===== src/rtl/cas_player.sv =====
// cas_player: cassette tape playback. Each byte is sent as an FSK frame with an
// optional 2400 Hz leader tone, then one start symbol, eight data symbols sent
// LSB first, and two stop symbols. All tape timing advances on the 3.58 MHz
// clk_en tick and only while the motor is on.
module cas_player #(
  parameter int HALF_2400 = 746,
  parameter int HALF_1200 = 1492,
  parameter int SHORT_HDR = 4000,
  parameter int LONG_HDR  = 16000
) (
  input  logic       clk,
  input  logic       reset,
  input  logic       clk_en,
  input  logic       motor,
  input  logic       in_valid,
  input  logic [7:0] in_byte,
  input  logic [1:0] in_hdr,
  output logic       in_ready,
  output logic       cas_audio,
  output logic       busy
);

  localparam logic [10:0] HALF_2400_C = 11'(HALF_2400);
  localparam logic [10:0] HALF_1200_C = 11'(HALF_1200);
  localparam logic [13:0] SHORT_HDR_C = 14'(SHORT_HDR);
  localparam logic [13:0] LONG_HDR_C  = 14'(LONG_HDR);

  typedef enum logic [2:0] {
    IDLE   = 3'd0,
    HEADER = 3'd1,
    START  = 3'd2,
    DATA   = 3'd3,
    STOP   = 3'd4
  } state_t;

  state_t      state_r;
  logic [7:0]  byte_r;
  logic        hdr_long_r;
  logic [10:0] half_cnt_r;
  logic [13:0] hdr_cnt_r;
  logic [3:0]  sym_idx_r;
  logic [1:0]  sub_r;
  logic        audio_r;
  logic        ready_r;
  logic        busy_r;

  logic        sym_bit_s;
  logic [2:0]  data_sel_s;
  logic [10:0] half_len_s;
  logic [1:0]  last_sub_s;
  logic [13:0] hdr_target_s;
  logic        tick_s;
  logic        half_done_s;

  // Decode the current symbol: its bit value, half length and number of halves.
  always_comb begin
    sym_bit_s    = 1'b0;
    data_sel_s   = sym_idx_r[2:0] - 3'd1;
    half_len_s   = HALF_1200_C;
    last_sub_s   = 2'd1;
    hdr_target_s = hdr_long_r ? LONG_HDR_C : SHORT_HDR_C;
    case (state_r)
      HEADER:  sym_bit_s = 1'b1;
      START:   sym_bit_s = 1'b0;
      DATA:    sym_bit_s = byte_r[data_sel_s];
      STOP:    sym_bit_s = 1'b1;
      default: sym_bit_s = 1'b0;
    endcase
    half_len_s  = sym_bit_s ? HALF_2400_C : HALF_1200_C;
    // A "1" symbol is two 2400 Hz cycles (four halves); a header cycle is one.
    last_sub_s  = (sym_bit_s && (state_r != HEADER)) ? 2'd3 : 2'd1;
    tick_s      = clk_en & motor & (state_r != IDLE);
    half_done_s = tick_s & ((half_cnt_r + 11'd1) == half_len_s);
  end

  // Frame sequencer: acceptance, header/symbol timing and registered outputs.
  always_ff @(posedge clk) begin
    if (reset) begin
      state_r    <= IDLE;
      byte_r     <= 8'h00;
      hdr_long_r <= 1'b0;
      half_cnt_r <= 11'd0;
      hdr_cnt_r  <= 14'd0;
      sym_idx_r  <= 4'd0;
      sub_r      <= 2'd0;
      audio_r    <= 1'b0;
      ready_r    <= 1'b1;
      busy_r     <= 1'b0;
    end else begin
      case (state_r)
        IDLE: begin
          audio_r    <= 1'b0;
          half_cnt_r <= 11'd0;
          hdr_cnt_r  <= 14'd0;
          sym_idx_r  <= 4'd0;
          sub_r      <= 2'd0;
          if (in_valid) begin
            byte_r     <= in_byte;
            hdr_long_r <= in_hdr[1];
            state_r    <= (in_hdr != 2'b00) ? HEADER : START;
            ready_r    <= 1'b0;
            busy_r     <= 1'b1;
          end else begin
            ready_r    <= 1'b1;
            busy_r     <= 1'b0;
          end
        end

        HEADER: begin
          if (tick_s) begin
            // High for the first half of each cycle, low for the second.
            audio_r <= ~sub_r[0];
            if (half_done_s) begin
              half_cnt_r <= 11'd0;
              if (sub_r == 2'd1) begin
                sub_r <= 2'd0;
                if ((hdr_cnt_r + 14'd1) == hdr_target_s) begin
                  hdr_cnt_r <= 14'd0;
                  state_r   <= START;
                end else begin
                  hdr_cnt_r <= hdr_cnt_r + 14'd1;
                end
              end else begin
                sub_r <= sub_r + 2'd1;
              end
            end else begin
              half_cnt_r <= half_cnt_r + 11'd1;
            end
          end
        end

        START, DATA, STOP: begin
          if (tick_s) begin
            audio_r <= ~sub_r[0];
            if (half_done_s) begin
              half_cnt_r <= 11'd0;
              if (sub_r == last_sub_s) begin
                sub_r     <= 2'd0;
                sym_idx_r <= sym_idx_r + 4'd1;
                if (sym_idx_r == 4'd10) begin
                  // Final half of the second stop symbol: frame complete.
                  state_r   <= IDLE;
                  sym_idx_r <= 4'd0;
                  audio_r   <= 1'b0;
                  ready_r   <= 1'b1;
                  busy_r    <= 1'b0;
                end else if (sym_idx_r == 4'd0) begin
                  state_r <= DATA;
                end else if (sym_idx_r == 4'd8) begin
                  state_r <= STOP;
                end else begin
                  state_r <= state_r;
                end
              end else begin
                sub_r <= sub_r + 2'd1;
              end
            end else begin
              half_cnt_r <= half_cnt_r + 11'd1;
            end
          end
        end

        default: begin
          state_r <= IDLE;
          audio_r <= 1'b0;
          ready_r <= 1'b1;
          busy_r  <= 1'b0;
        end
      endcase
    end
  end

  assign in_ready  = ready_r;
  assign busy      = busy_r;
  assign cas_audio = audio_r;

endmodule

===== config.mk =====
export PLATFORM = sky130hd
export DESIGN_NAME = cas_player
export DESIGN_NICKNAME = d
export VERILOG_FILES = /design/src/rtl/cas_player.sv
export SDC_FILE = /design/constraint.sdc
export NUM_CORES = 1
export LEC_CHECK = 0
export BUFFER_PORTS_ARGS = -buffer_cell sky130_fd_sc_hd__buf_4
export CAP_MARGIN = 20
export CORE_ASPECT_RATIO = 0.5
export CORE_MARGIN = 4
export CORE_UTILIZATION = 45
export DETAILED_ROUTE_END_ITERATION = 8
export PLACE_DENSITY = 0.66
export SLEW_MARGIN = 40
export SYNTH_ARGS = -nofsm -noshare
export SYNTH_HDL_FRONTEND = slang
export SYNTH_SLANG_ARGS = --single-unit

===== constraint.sdc =====
create_clock -name clk -period 3.65 [get_ports clk]
set_clock_uncertainty 0.2 [all_clocks]
set_input_delay 1.095 -clock clk [delete_from_list [all_inputs] [get_ports clk]]
set_output_delay 1.095 -clock clk [all_outputs]
set_load 0.005 [all_outputs]

==> metrics.md <==
| Metric | Value |
|---|---|
| Drt first-iter violations | `175` |
| Synth Cell Area | `2980 um2` |
| Seq/Total Area, Yosys | `31.0%` |
| Initial Util | `47.8%` |
| Pwr Total | `1.78 mW` |
| Relative slew slack | `between 60% and 70%` |
| Post-layout min period | `3.51 ns` |
| Ys flop type | `dfxtp_1` |
| Setup Viol. Count Final | `0` |
| Worst Setup Start Kind | `flip-flop` |
| Final Wtd Congestion | `roughly 0.9` |
| FFs w/ async S/R, synth | `0%` |
| FF+latch count, synth | `46` |
| LEAKAGE | `1.21 nW` |
| RSZ-0062 raised after global routing | `false` |
| Ant. Diodes | `0` |
| DIE AREA | `8060 um2` |
| WP data required | `between 3 and 4 ns` |
| Crit. End Element | `flip-flop` |
| HP Class | `flip-flop to flip-flop` |
| Footprint of the multi-input gates | `about 1900 um2` |
| Vias | `between 2000 and 3000` |
| Worst-path clk slew | `~0.070 ns` |
| Mapped Cells | `approximately 380` |
| Row count | `20` |
| Final Slew Violations | `0` |
| PD cells | `around 520 nW/um2` |
| Critical path type | `flip-flop to flip-flop` |
| Commonest non-fill, non-tap cell in the layout | `nand2_1` |
| CTS buffer count | `5` |
| First-pass GRT wire length | `approximately 12 mm` |
| Maximum vdd drop | `slightly above 0.2 mV` |
| Syn nets | `roughly 410` |
| Core Area | `roughly 6200 um2` |
| Vias per cell | `around 5.8` |
| Post-synth EDFFs | `0` |
| Die width | `around 120 um` |
| DPL Wire Length | `between 5 and 6 mm` |
| DRT antenna net count | `0` |
| Setup TNS | `0 ns` |
| GR Util met3 | `roughly 4.6%` |
| Distinct cell type count after synthesis | `58` |
| Worst-margin pin slew | `a little under 0.6 ns` |
| Warnings, synthesis | `0` |
| Maximum number of pins on one net before global-route repair | `35` |
| Status | `completed` |
| Vias in the first global route | `roughly 2700` |
| Max FO, Critical Path | `10` |
| Highest Clock Rate | `0.285 GHz` |
| Initial antenna violation count | `0` |
| Remaining global-route overflow | `0` |
| Met1 Use GR | `around 25%` |
| WL/cell | `roughly 14 um` |
| Hold Vio Cnt, Final | `0` |
| # IOs | `18` |
| Final wirelength | `7.06 mm` |
| Die Y | `around 65 um` |
| Routing usage on met2 | `31.5%` |
| Final #Nets | `approximately 430` |
| Layout cells sized above 1 | `15.6%` |
| Mean Syn Cell Area | `just under 8 um2` |
| # fillers | `roughly 600` |
| GRT busiest layer | `met2` |
| Sink Count | `46` |
| Drc violations | `0` |
| Maximum root-to-sink buffer count | `2` |
| Total GRT Usage | `18.8%` |
| Critical Path AT | `~3.5 ns` |
| Crit share post-route | `96.1%` |
| Most frequent cells in the layout | `nand2_1, dfxtp_1, buf_4` |
| H-tree Lvls | `2` |
| IO buf count | `17` |
| Root Driver | `clkbuf_16` |
| Worst skew pair latency | `between 0.2 and 0.3 ns` |
| # Max-Cap Violations | `0` |
| Reg area | `a little over 900 um2` |
| CTS tree | `built` |
| DRT Pass-1 Iters | `4` |
| Synth-to-Final Area Change | `14.3%` |
cell families after synthesis:
group / after synthesis / share of synthesized area, %
buffers and inverters: 34 / 5.05
multiplexers: 6 / 3.41
AND/OR/NAND/NOR: 163 / 28.1
AO/OA/AOI/OAI: 111 / 24.6
XOR/XNOR: 13 / 3.83
flip-flops: 46 / 31.0
adder cells (fa/ha/maj): 10 / 4.12
sequential cells by signal (all words and copies together), names as in the netlist:
name	flops
cas_audio	1
hdr_cnt_r	14
hdr_long_r	1
busy	1
in_ready	1
half_cnt_r	11
sym_idx_r	4
byte_r	8
state_r	3
sub_r	2
Yosys cell counts (all sizes together), types with 6 or more instances:
cell	n	area, um2
clkbuf	10	38.8
a211oi	6	45.0
a31oi	6	37.5
nor2	30	113
nor3	13	65.1
a21oi	30	161
xnor2	12	105
ha	9	113
o21ai	20	100
or2	6	37.5
or4	6	48.8
nand2b	6	37.5
buf	11	62.6
o22ai	11	68.8
a21o	10	75.1
inv	13	48.8
nand3	14	70.1
nand2	51	191
nand4	8	50.1
or3	8	50.1
dfxtp	46	921
metal layers:
layer | vias to the layer above | part of all wire [%]
li1 | 1446 | -
met1 | 1341 | 47
met3 | 4 | 4.8
met5 | - | 0
met4 | 0 | 0.59
met2 | 55 | 47
final timing paths:
kind | depth (start not counted) | slack, ns | end | from
worst max-delay path | 11 | 0.14 | hdr_cnt_r[3] | sym_idx_r[0]
worst min-delay path | 2 | 0.25 | byte_r[3] | byte_r[3]
worst max register to register | 11 | 0.14 | hdr_cnt_r[3] | sym_idx_r[0]
worst min register to register | 2 | 0.25 | byte_r[3] | byte_r[3]
power by group:
group	switching, mW	total (mW)	internal [mW]	leakage [nW]
clock network	0.202	0.459	0.257	0.0704
logic	0.459	0.727	0.267	0.771
registers	0.0469	0.596	0.549	0.373
cell type report:
| class | count | area share (%) |
|---|---|---|
| multi-input combinational | 303 | 56.3 |
| clock inverter | 3 | 0.736 |
| timing repair buffer | 34 | 7.51 |
| inverter | 13 | 1.44 |
| tap | 88 | 3.24 |
| sequential | 46 | 27.1 |
| clock buffer | 5 | 3.68 |
timing repair:
item,in CTS,in global routing
setup endpoints to repair,0,17
hold buffers,0,0
setup buffers,0,1
gates resized for setup,0,4
stage by stage:
stage	util, %	setup WS (ns)	instances	instance area, um2	hold slack (ns)
2_1_floorplan	-	0.102	383	2980	0.232
3_3_place_gp	51.9	0.137	483	3230	0.244
3_5_place_dp	51.9	0.116	483	3240	0.248
4_1_cts	54.4	0.0745	491	3390	0.257
5_1_grt	54.6	0.000754	492	3400	0.282
6_report	54.6	0.143	492	3400	0.254
critical path, stage by stage, from the launching register on:
cell,delay [ns]
dfxtp_1,0.33
inv_1,0.06
ha_1,0.33
mux4_2,0.54
mux2i_4,0.18
o211ai_2,0.12
or4_4,0.57
a21oi_4,0.18
or4b_1,0.46
buf_4,0.20
nor3b_2,0.19
a21o_1,0.11
(Power assumes the default switching activity.)
